### src/rtl/mul_div_unit_pkg.sv
// -----------------------------------------------------------------------------
// mips_md_pkg
// Shared definitions for the EX-stage multiply/divide unit:
//   - R-type funct codes decoded by the unit (FUNCT_MFHI .. FUNCT_DIVU)
//   - FSM state encoding (MD_IDLE, MD_CALC, MD_FIX)
//   - DIV0_QUOT: quotient written to LO on divide by zero (all ones),
//     sized for the widest supported datapath and sliced by the user.
// No ports (package).
// -----------------------------------------------------------------------------
package mips_md_pkg;

    localparam logic [5:0] FUNCT_MFHI  = 6'b010000;
    localparam logic [5:0] FUNCT_MTHI  = 6'b010001;
    localparam logic [5:0] FUNCT_MFLO  = 6'b010010;
    localparam logic [5:0] FUNCT_MTLO  = 6'b010011;
    localparam logic [5:0] FUNCT_MULT  = 6'b011000;
    localparam logic [5:0] FUNCT_MULTU = 6'b011001;
    localparam logic [5:0] FUNCT_DIV   = 6'b011010;
    localparam logic [5:0] FUNCT_DIVU  = 6'b011011;

    typedef enum logic [1:0] {
        MD_IDLE = 2'd0,
        MD_CALC = 2'd1,
        MD_FIX  = 2'd2
    } md_state_e;

    // Widest DATA_WIDTH the unit supports; DIV0_QUOT is sliced down to size.
    localparam int unsigned MD_MAX_WIDTH = 64;
    localparam logic [MD_MAX_WIDTH-1:0] DIV0_QUOT = {MD_MAX_WIDTH{1'b1}};

endpackage

### src/rtl/mul_div_unit_if.sv
// -----------------------------------------------------------------------------
// mul_div_unit_if
// Groups the EX-stage request and HI/LO result signals of the mul/div unit.
//   master (EX stage / bench): drives md_valid, funct, src_a, src_b, flush;
//                              reads busy, done, hi_out, lo_out.
//   slave  (mul_div_unit)    : the opposite directions.
// Parameter DATA_WIDTH: operand and HI/LO width.
// -----------------------------------------------------------------------------
interface mul_div_unit_if #(
    parameter int DATA_WIDTH = 32
) ();

    logic                  md_valid;
    logic [5:0]            funct;
    logic [DATA_WIDTH-1:0] src_a;
    logic [DATA_WIDTH-1:0] src_b;
    logic                  flush;
    logic                  busy;
    logic                  done;
    logic [DATA_WIDTH-1:0] hi_out;
    logic [DATA_WIDTH-1:0] lo_out;

    modport master (
        output md_valid, funct, src_a, src_b, flush,
        input  busy, done, hi_out, lo_out
    );

    modport slave (
        input  md_valid, funct, src_a, src_b, flush,
        output busy, done, hi_out, lo_out
    );

endinterface

### src/rtl/md_div_step.sv
// -----------------------------------------------------------------------------
// md_div_step
// One combinational restoring-divide iteration.
//   rem_i     : current partial remainder
//   dvd_bit_i : next dividend bit shifted into the remainder
//   dvs_i     : divisor
//   rem_o     : next partial remainder
//   q_o       : quotient bit produced by this iteration
// -----------------------------------------------------------------------------
module md_div_step #(
    parameter int DATA_WIDTH = 32
) (
    input  logic [DATA_WIDTH-1:0] rem_i,
    input  logic                  dvd_bit_i,
    input  logic [DATA_WIDTH-1:0] dvs_i,
    output logic [DATA_WIDTH-1:0] rem_o,
    output logic                  q_o
);

    logic [DATA_WIDTH:0] shifted;
    logic [DATA_WIDTH:0] diff;
    logic [DATA_WIDTH:0] rem_full;

    always_comb begin
        shifted  = {rem_i, dvd_bit_i};
        diff     = shifted - {1'b0, dvs_i};
        q_o      = (shifted >= {1'b0, dvs_i});
        // Either branch is below the divisor (or below 2^W), so the top bit is zero.
        rem_full = q_o ? diff : shifted;
        rem_o    = DATA_WIDTH'(rem_full);
    end

endmodule

### src/rtl/mul_div_unit.sv
// -----------------------------------------------------------------------------
// mul_div_unit
// EX-stage multi-cycle multiply/divide unit owning the HI/LO registers.
// Handles mult, multu, div, divu (iterative shift-add / restoring divide on
// operand magnitudes with a final sign fix) and mthi/mtlo writes; mfhi/mflo
// read hi_out/lo_out directly.
//
// Ports:
//   clk    : clock, rising edge
//   rst_n  : asynchronous active-low reset
//   md     : mul_div_unit_if.slave
//              md_valid, funct, src_a, src_b, flush  (in)
//              busy, done, hi_out, lo_out            (out)
//
// Optional build macro MUL_DIV_FAST_MUL_EN: mult/multu use a single-cycle
// multiplier and go straight from IDLE to FIX. Divide is always iterative.
// -----------------------------------------------------------------------------
module mul_div_unit
    import mips_md_pkg::*;
#(
    parameter int DATA_WIDTH = 32,
    parameter int CNT_WIDTH  = $clog2(DATA_WIDTH) + 1
) (
    input  logic        clk,
    input  logic        rst_n,
    mul_div_unit_if.slave md
);

    localparam int DW = DATA_WIDTH;
    localparam int AW = 2 * DATA_WIDTH;

    md_state_e            state_q,   state_d;
    logic [CNT_WIDTH-1:0] cnt_q,     cnt_d;
    // Multiply: {partial product, remaining multiplier bits}.
    // Divide:   {partial remainder, dividend bits shifting into quotient}.
    logic [AW-1:0]        acc_q,     acc_d;
    // Multiplicand magnitude (multiply) or divisor magnitude (divide).
    logic [DW-1:0]        opnd_q,    opnd_d;
    logic [DW-1:0]        hi_q,      hi_d;
    logic [DW-1:0]        lo_q,      lo_d;
    logic                 is_div_q,  is_div_d;
    logic                 neg_res_q, neg_res_d;
    logic                 neg_rem_q, neg_rem_d;
    logic                 div0_q,    div0_d;
    logic                 done_q,    done_d;

    logic                 is_signed_op;
    logic                 sign_a, sign_b;
    logic [DW-1:0]        abs_a,  abs_b;
    logic [DW:0]          mul_sum;
    logic [AW-1:0]        mul_next;
    logic [DW-1:0]        div_rem;
    logic                 div_qbit;
    logic [AW-1:0]        div_next;
    logic [AW-1:0]        prod_fix;
    logic [DW-1:0]        quot_fix;
    logic [DW-1:0]        rem_fix;

    md_div_step #(
        .DATA_WIDTH (DATA_WIDTH)
    ) u_div_step (
        .rem_i     (acc_q[AW-1:DW]),
        .dvd_bit_i (acc_q[DW-1]),
        .dvs_i     (opnd_q),
        .rem_o     (div_rem),
        .q_o       (div_qbit)
    );

    // Operand conditioning and per-iteration datapath.
    always_comb begin
        is_signed_op = (md.funct == FUNCT_MULT) || (md.funct == FUNCT_DIV);
        sign_a       = is_signed_op & md.src_a[DW-1];
        sign_b       = is_signed_op & md.src_b[DW-1];
        abs_a        = sign_a ? -md.src_a : md.src_a;
        abs_b        = sign_b ? -md.src_b : md.src_b;

        // Shift-add: add multiplicand when the current multiplier LSB is set,
        // then shift the whole accumulator right, carry included.
        mul_sum  = {1'b0, acc_q[AW-1:DW]} + (acc_q[0] ? {1'b0, opnd_q} : '0);
        mul_next = {mul_sum, acc_q[DW-1:1]};

        div_next = {div_rem, acc_q[DW-2:0], div_qbit};

        prod_fix = neg_res_q ? -acc_q : acc_q;
        // Divide by zero keeps the remainder path (gives back the dividend)
        // but forces the quotient to all ones regardless of sign.
        quot_fix = div0_q ? DIV0_QUOT[DW-1:0]
                          : (neg_res_q ? -acc_q[DW-1:0] : acc_q[DW-1:0]);
        rem_fix  = neg_rem_q ? -acc_q[AW-1:DW] : acc_q[AW-1:DW];
    end

    // Next-state and register updates.
    always_comb begin
        state_d   = state_q;
        cnt_d     = cnt_q;
        acc_d     = acc_q;
        opnd_d    = opnd_q;
        hi_d      = hi_q;
        lo_d      = lo_q;
        is_div_d  = is_div_q;
        neg_res_d = neg_res_q;
        neg_rem_d = neg_rem_q;
        div0_d    = div0_q;
        done_d    = 1'b0;

        case (state_q)
            MD_IDLE: begin
                if (md.md_valid && !md.flush) begin
                    case (md.funct)
                        FUNCT_MTHI: hi_d = md.src_a;
                        FUNCT_MTLO: lo_d = md.src_a;
                        FUNCT_MULT, FUNCT_MULTU: begin
                            opnd_d    = abs_a;
                            is_div_d  = 1'b0;
                            neg_res_d = sign_a ^ sign_b;
                            neg_rem_d = 1'b0;
                            div0_d    = 1'b0;
`ifdef MUL_DIV_FAST_MUL_EN
                            acc_d     = {{DW{1'b0}}, abs_a} * {{DW{1'b0}}, abs_b};
                            cnt_d     = '0;
                            state_d   = MD_FIX;
`else
                            acc_d     = {{DW{1'b0}}, abs_b};
                            cnt_d     = CNT_WIDTH'(DW);
                            state_d   = MD_CALC;
`endif
                        end
                        FUNCT_DIV, FUNCT_DIVU: begin
                            opnd_d    = abs_b;
                            acc_d     = {{DW{1'b0}}, abs_a};
                            is_div_d  = 1'b1;
                            neg_res_d = sign_a ^ sign_b;
                            neg_rem_d = sign_a;
                            div0_d    = (md.src_b == '0);
                            cnt_d     = CNT_WIDTH'(DW);
                            state_d   = MD_CALC;
                        end
                        default: ;
                    endcase
                end
            end

            MD_CALC: begin
                if (md.flush) begin
                    state_d = MD_IDLE;
                end else begin
                    acc_d = is_div_q ? div_next : mul_next;
                    cnt_d = cnt_q - CNT_WIDTH'(1);
                    if (cnt_q == CNT_WIDTH'(1)) begin
                        state_d = MD_FIX;
                    end
                end
            end

            MD_FIX: begin
                state_d = MD_IDLE;
                if (!md.flush) begin
                    if (is_div_q) begin
                        lo_d = quot_fix;
                        hi_d = rem_fix;
                    end else begin
                        hi_d = prod_fix[AW-1:DW];
                        lo_d = prod_fix[DW-1:0];
                    end
                    done_d = 1'b1;
                end
            end

            default: state_d = MD_IDLE;
        endcase
    end

    always_ff @(posedge clk or negedge rst_n) begin
        if (!rst_n) begin
            state_q   <= MD_IDLE;
            cnt_q     <= '0;
            acc_q     <= '0;
            opnd_q    <= '0;
            hi_q      <= '0;
            lo_q      <= '0;
            is_div_q  <= 1'b0;
            neg_res_q <= 1'b0;
            neg_rem_q <= 1'b0;
            div0_q    <= 1'b0;
            done_q    <= 1'b0;
        end else begin
            state_q   <= state_d;
            cnt_q     <= cnt_d;
            acc_q     <= acc_d;
            opnd_q    <= opnd_d;
            hi_q      <= hi_d;
            lo_q      <= lo_d;
            is_div_q  <= is_div_d;
            neg_res_q <= neg_res_d;
            neg_rem_q <= neg_rem_d;
            div0_q    <= div0_d;
            done_q    <= done_d;
        end
    end

    assign md.busy   = (state_q != MD_IDLE);
    assign md.done   = done_q;
    assign md.hi_out = hi_q;
    assign md.lo_out = lo_q;

endmodule

### src/flat_wrapper.sv
// flat-port wrapper written by rule: the top's interface ports become plain ports
module mul_div_unit_flat import mips_md_pkg::*;
#(
    parameter int DATA_WIDTH = 32,
    parameter int CNT_WIDTH  = $clog2(DATA_WIDTH) + 1
)
  (clk, rst_n, md_md_valid, md_funct, md_src_a, md_src_b, md_flush, md_busy, md_done, md_hi_out, md_lo_out);
  mul_div_unit_if #(.DATA_WIDTH(DATA_WIDTH)) md_i ();
  input  logic clk;
  input  logic rst_n;
  input wire logic [$bits(md_i.md_valid)-1:0] md_md_valid;
  input wire logic [$bits(md_i.funct)-1:0] md_funct;
  input wire logic [$bits(md_i.src_a)-1:0] md_src_a;
  input wire logic [$bits(md_i.src_b)-1:0] md_src_b;
  input wire logic [$bits(md_i.flush)-1:0] md_flush;
  output wire logic [$bits(md_i.busy)-1:0] md_busy;
  output wire logic [$bits(md_i.done)-1:0] md_done;
  output wire logic [$bits(md_i.hi_out)-1:0] md_hi_out;
  output wire logic [$bits(md_i.lo_out)-1:0] md_lo_out;
  assign md_i.md_valid = md_md_valid;
  assign md_i.funct = md_funct;
  assign md_i.src_a = md_src_a;
  assign md_i.src_b = md_src_b;
  assign md_i.flush = md_flush;
  assign md_busy = md_i.busy;
  assign md_done = md_i.done;
  assign md_hi_out = md_i.hi_out;
  assign md_lo_out = md_i.lo_out;
  mul_div_unit #(.DATA_WIDTH(DATA_WIDTH), .CNT_WIDTH(CNT_WIDTH)) u_core (.clk(clk), .rst_n(rst_n), .md(md_i));
endmodule
### config.mk
export PLATFORM = sky130hd
export DESIGN_NAME = mul_div_unit_flat
export DESIGN_NICKNAME = d
export VERILOG_FILES = /design/src/rtl/mul_div_unit_pkg.sv /design/src/rtl/mul_div_unit_if.sv /design/src/rtl/md_div_step.sv /design/src/rtl/mul_div_unit.sv /design/src/flat_wrapper.sv
export SDC_FILE = /design/constraint.sdc
export NUM_CORES = 1
export LEC_CHECK = 0
export BUFFER_PORTS_ARGS = -buffer_cell sky130_fd_sc_hd__buf_2
export CORE_ASPECT_RATIO = 1.4
export CORE_MARGIN = 4
export CORE_UTILIZATION = 45
export CTS_CLUSTER_DIAMETER = 60
export DETAILED_ROUTE_END_ITERATION = 8
export HOLD_SLACK_MARGIN = 0.06
export SLEW_MARGIN = 5
export SYNTH_ARGS = -nofsm -noshare
export SYNTH_HDL_FRONTEND = slang
export SYNTH_SLANG_ARGS = --single-unit
### constraint.sdc
create_clock -name clk -period 4.87 [get_ports clk]
set_input_delay 0.7305 -clock clk [delete_from_list [all_inputs] [get_ports clk]]
set_output_delay 0.7305 -clock clk [all_outputs]
set_load 0.02 [all_outputs]
==> impl_metrics.toml, run 1 <==
[synthesis]
synth_seq_cells = 173
async_flop_share = 1.00
yosysUniqueCellTypes = 80
synth_flop_cell = "dfrtp_1"
yosys_warnings = 0
seq_area_frac_synth = 0.290
synth_cells = 1934
syn_nets = 2080
synth_edf_count = 0
avgSynthCellArea_sq_um = 7.71
syn_area_sq_mm = 0.0149

[layout]
diodes = 0
seq_area_sq_mm = 0.00433
post_route_cells_drive_above_1_share = 0.124
nets = 2164
multiInputGateArea_sq_mm = 0.00996
fill_cells = 3296
finalInstanceArea_sq_mm = 0.0167
syn_to_final_growth_pct = 11.7

[routing]
via_count = 15300
wl_met2_mm = 29.3
vias_per_cell = 6.19
top_layer_used = "met5"
drt_iter0_drc = 1250
route.detailed.drc = 0
first_pass_iters = 6
routed_wl_mm = 59.2
postRouteAntennaNets = 0
wl_per_cell_um = 24.0
m1WireLength_mm = 21.9
dr_wl_met3_mm = 2.84

[cts]
cts-resized-gates = 0
postCtsHoldBufs = 0
clockRootBuffer = "clkbuf_16"
path_clk_slew_ns = 0.07
ctsHtreeMaxLevel = 4
clock_latency_ns = 0.46
cts_tree = "yes"
post-cts-setup-buffers = 0
cts_buffers = 17
cts_sinks = 173
clock_path_buffers = 2

[grt]
grt-ovfl-total = 0
grt_use_total = 0.319
grt_pass1_wl_mm = 88.2
grt_pass1_vias = 14700
grt_max_degree = 88
antenna_found_initial = 1

[worst_setup_path]
worstPathMaxFanout = 34
slowest_delay_ns = 0.65
slowest_stage = "dfrtp_1"
cp.required_ns = 5.21
crit_path_frequent_cell = "nor2_1"
crit_path_start_kind = "flop"
worstPathCellList = "ha_1 > a21o_1 > a31o_2 > o21a_1 > a2111o_1 > nor2_1 > o31ai_1 > o21ai_4 > buf_4 > nor2_1 > a22o_1 > a221o_1"
path_class = "flop to flop"
critPathArrivalTime_ns = 4.44
worstSetupEndpointType = "flop"

[die]
core-area_sq_mm = 0.0326
die_width_um = 162
die-area_sq_mm = 0.0362
start_util = 0.458
rows = 78
die_h_um = 223
pin_count = 140

[sta]
setup_viol = 0
finalMaxSlewViolations = 0
rsz0062_at_grt = "false"
period_share = 0.841
worst_pin_slew_ns = 0.975
min_period_ns = 4.09
max_freq_mhz = 244
finClkSkew_ns = 0.0110
fin_setup_tns_ns = 0
hold_viol = 0
max_slew_margin = 0.349

[outcome]
status = "finished clean"

[placed_design]
io_buffers = 139
placed_cell_area_sq_mm = 0.0161
place.gp.congestion = 1.00
dp_hpwl_mm = 46.5

[run]
drv_cap = 0

[power]
finalPower_mw = 5.89
power_density_mw_per_mm2 = 353
p_leak_nw = 7.58
irDropWorstVdd_v = 0.000202

[min_path]
hold_class = "primary input to asynchronous set/reset pin"
sequential cells by signal, indices dropped and copies added, names as in the netlist:
register,cells
u_core.cnt_q,6
u_core.md.done,1
u_core.neg_rem_q,1
u_core.acc_q,64
u_core.neg_res_q,1
u_core.md.lo_out,32
u_core.md.hi_out,32
u_core.state_q,2
u_core.div0_q,1
u_core.opnd_q,32
u_core.is_div_q,1
metal layers:
layer	GRT usage	vias up
met5	0	-
met4	0.229	2
met3	0.0414	203
met2	0.560	618
met1	0.352	7328
li1	-	7131
path summary, 6_finish.rpt:
check	start	endpoint	slack, ns	cells after the start
min in group clk	u_core.md.lo_out[14]	u_core.md.lo_out[14]	0.47	2
max in group asynchronous	rst_n	u_core.is_div_q	3.53	2
min reg2reg	u_core.md.lo_out[14]	u_core.md.lo_out[14]	0.47	2
max reg2reg	u_core.acc_q[38]	u_core.acc_q[52]	0.78	12
max	u_core.acc_q[38]	u_core.acc_q[52]	0.78	12
min	rst_n	u_core.md.lo_out[2]	0.32	1
kinds of logic (layout without fill, tap and decap cells):
| logic type | Yosys count | after routing | synth area share |
|---|---|---|---|
| AOI/OAI and AO/OA | 625 | 625 | 0.261 |
| xor gates and xnor gates | 170 | 170 | 0.0998 |
| adders and majority gates | 72 | 72 | 0.0614 |
| buffers and inverters | 171 | 267 | 0.0453 |
| DFF | 173 | 173 | 0.290 |
| muxes | 50 | 50 | 0.0341 |
| and+or+nand+nor | 673 | 673 | 0.208 |
cells in the final DEF, fill, tap and decap left out, types with 11 or more instances in the layout:
cell type	count
xor2_1	82
nand2b_1	16
a221o_1	15
o22ai_1	34
mux2i_1	44
a211oi_1	17
nand3_1	34
nor3_1	47
o31ai_1	31
o21ai_0	170
nor4_1	16
or4_1	16
ha_1	70
o211ai_1	28
buf_2	138
a31oi_1	13
a21o_1	41
nor2b_1	11
clkbuf_16	17
buf_4	37
nor2_1	222
xnor2_1	88
or3_1	24
dfrtp_1	172
nand2_1	229
a21oi_1	186
inv_1	59
area by class of cell:
cell class,instances,share of cell area
Timing Repair Buffer,177,0.0600
Clock buffer,20,0.0280
Sequential cell,173,0.260
Tap cell,440,0.0330
Clock inverter,11,0.00788
Inverter,59,0.0133
Multi-Input combinational cell,1590,0.598
Yosys cell counts (5+ instances only):
master    count  area (sq um)
a211oi_1     17           128
a21o_1       41           308
a21oi_1     186           931
a221o_1      15           150
a22oi_1       7          52.6
a311oi_1      9          78.8
a31oi_1      13          81.3
and2_1        6          37.5
and3_1       10          62.6
buf_1        10          37.5
clkbuf_1     93           349
dfrtp_1     173          4330
ha_1         70           876
inv_1        59           221
mux2_2        6          67.6
mux2i_1      44           440
nand2_1     229           860
nand2b_1     16           100
nand3_1      35           175
nand4_1       7          43.8
nor2_1      223           837
nor2b_1      12          75.1
nor3_1       47           235
nor4_1       16           100
o211ai_1     28           210
o21a_1        8          60.1
o21ai_0     171           856
o21ai_1       6          30.0
o21bai_1      9          67.6
o22ai_1      34           213
o31ai_1      31           233
o41ai_1       7          61.3
or2_2         5          31.3
or3_1        24           150
or4_1        16           120
xnor2_1      88           771
xor2_1       82           718
stage by stage:
stage	setup WS, ns	hold slack, ns	utilization	std cells
2_1_floorplan	1.44	0.435	-	1934
3_3_place_gp	0.803	0.459	0.493	2439
3_5_place_dp	0.820	0.465	0.493	2439
4_1_cts	0.807	0.375	0.511	2470
5_1_grt	0.528	0.403	0.511	2470
6_report	0.776	0.320	0.511	2470
worst max-delay path, delay by kind of cell (launching register included):
family	cells	cell delay (ns)
AND/OR/NAND/NOR	2	0.55
AO/OA/AOI/OAI	8	1.97
adder cells (fa/ha/maj)	1	0.41
buffers and inverters	1	0.37
flip-flops	1	0.65
report_power, final:
| group | switching, mW | internal [mW] |
|---|---|---|
| Combinational | 1.47 | 0.889 |
| Clock | 0.646 | 0.802 |
| Sequential | 0.395 | 1.69 |
(Power assumes the default switching activity.)
==> run 2, diff against run 1 <==
--- a/config.mk
+++ b/config.mk
@@ -12,6 +12,7 @@
 export CTS_CLUSTER_DIAMETER = 60
 export DETAILED_ROUTE_END_ITERATION = 8
 export HOLD_SLACK_MARGIN = 0.06
+export PLACE_DENSITY = 0.66
 export SLEW_MARGIN = 5
 export SYNTH_ARGS = -nofsm -noshare
 export SYNTH_HDL_FRONTEND = slang
==> constraint.sdc (replaced) <==
create_clock -name clk -period 3.3 [get_ports clk]
set_input_delay 0.495 -clock clk [delete_from_list [all_inputs] [get_ports clk]]
set_output_delay 0.495 -clock clk [all_outputs]
set_load 0.02 [all_outputs]
==> impl_metrics.toml, run 2 (synthesis results as in run 1) <==
[outcome]
status = "finished with violations"
violations = "negative setup slack"

[grt]
grt_pass1_vias = 15800
grt-ovfl-total = 0
grt_use_total = 0.326
grt_pass1_wl_mm = 90.8
grt_max_degree = 78
antenna_found_initial = 0

[worst_setup_path]
critPathArrivalTime_ns = 3.68
path_class = "flop to flop"
worstSetupEndpointType = "flop"
crit_path_start_kind = "flop"
cp.required_ns = 3.66
worstPathMaxFanout = 2

[routing]
postRouteAntennaNets = 0
wl_met2_mm = 30.6
dr_wl_met3_mm = 2.87
vias_per_cell = 6.08
route.detailed.drc = 0
via_count = 16200
drt_iter0_drc = 1370
wl_per_cell_um = 23.0
routed_wl_mm = 61.0
first_pass_iters = 8
top_layer_used = "met4"
m1WireLength_mm = 21.9

[sta]
max_slew_margin = 0.413
fin_ws_ns = -0.0184
setup_viol = 1
fin_setup_tns_ns = -0.0184
min_period_ns = 3.32
finClkSkew_ns = 0.0175
whs_ns = 0.373
finalMaxSlewViolations = 0
worst_pin_slew_ns = 0.872
rsz0062_at_grt = "true"
max_freq_mhz = 301
period_share = 1.01
hold_viol = 0

[die]
die-area_sq_mm = 0.0362
pin_count = 140
start_util = 0.458
rows = 78
core-area_sq_mm = 0.0326
die_h_um = 223
die_width_um = 162

[cts]
clock_latency_ns = 0.46
path_clk_slew_ns = 0.07
cts_buffers = 17
clock_path_buffers = 2
cts_tree = "yes"
ctsHtreeMaxLevel = 4
cts_sinks = 173
clockRootBuffer = "clkbuf_16"

[layout]
syn_to_final_growth_pct = 23.9
fin_cells = 2655
nets = 2348
layout_common_cells = "nand2_1 (227), nor2_1 (220), buf_4 (205)"
diodes = 0
fill_cells = 3126
largest-register = "u_core.acc_q"
largest_reg_flops = 64
postLayoutCoreUtil = 0.567
post_route_cells_drive_above_1_share = 0.222
seq_area_sq_mm = 0.00433
multiInputGateArea_sq_mm = 0.0103
layout_commonest_cell = "nand2_1"

[placed_design]
place_ws_ns = -0.180
place.gp.congestion = 1.01
placedCellCount = 2613
dp_hpwl_mm = 47.7
io_buffers = 139

[power]
power_density_mw_per_mm2 = 507
p_leak_nw = 8.58
irDropWorstVdd_v = 0.000362

[min_path]
hold_class = "primary input to flop"

[run]
drv_cap = 0
==> run 2: cell types whose count changed in the layout (fill, tap and decap cells not counted), moves of 4 or more <==
cell	before	now
buf_4	37	205
a21oi_1	186	175
inv_2	0	4
or3_4	1	5
o21ai_0	170	160
inv_1	59	54
ha_4	0	4
buf_12	1	11
buf_6	1	6
o21ai_1	4	8
a21oi_2	0	11
ha_1	70	66
o21ai_2	1	7
or3_1	24	20
==> run 2: repair_timing <==
action | CTS | global route
pin swaps | 7 | 35
setup endpoints to repair | 25 | 44
hold buffers | 1 | 0
cloned | 0 | 1
setup buffers | 0 | 9
hold endpoints to repair | 43 | 0
gates resized for setup | 14 | 68
==> run 2: final cells by class <==
cell class                      instances  area share
Multi-Input combinational cell       1590       0.556
Inverter                               59      0.0122
Sequential cell                       173       0.234
Clock inverter                         14     0.00704
Clock buffer                           18      0.0238
Timing Repair Buffer                  361       0.137
Tap cell                              440      0.0298
==> run 2: critical path: stages (launching register included) <==
cell	delay, ns
dfrtp_1	0.38
inv_2	0.08
ha_4	0.14
inv_2	0.04
fa_2	0.35
a21o_1	0.21
a311oi_2	0.27
nor3_2	0.09
o21ai_2	0.18
a21oi_2	0.10
o41ai_4	0.37
o21ai_2	0.10
o311ai_2	0.29
mux2_4	0.34
a221oi_2	0.27
==> run 2: worst paths after layout <==
| check | from | endpoint | slack [ns] | depth (start not counted) |
|---|---|---|---|---|
| setup / recovery | u_core.acc_q[31] | u_core.acc_q[60] | -0.02 | 14 |
| hold / removal | md_src_b[30] | u_core.div0_q | 0.37 | 3 |
| setup reg to reg | u_core.acc_q[31] | u_core.acc_q[60] | -0.02 | 14 |
| hold reg to reg | u_core.md.lo_out[11] | u_core.md.lo_out[11] | 0.48 | 2 |
| max in group asynchronous | rst_n | u_core.opnd_q[15] | 1.96 | 3 |
| min in group asynchronous | rst_n | u_core.md.hi_out[27] | 0.52 | 2 |
==> run 2: power breakdown <==
group	switching [mW]	internal (mW)	leakage, nW
combinational	2.58	1.86	6.07
clock	0.990	1.08	0.284
sequential	0.363	2.49	2.22
total	3.93	5.43	8.58
==> run 2: routing by layer <==
metal,GRT usage,up-vias
met3,0.0394,238
met5,0,-
met4,0.250,0
li1,-,7484
met2,0.575,664
met1,0.353,7764
==> run 2: through the flow <==
stage | cell area (sq um) | total power, mW
2_1_floorplan | 14900 | 5.30
3_5_place_dp | 17500 | 7.04
3_3_place_gp | 17500 | 6.99
5_1_grt | 18500 | 9.82
4_1_cts | 18100 | 9.14
6_report | 18500 | 9.36
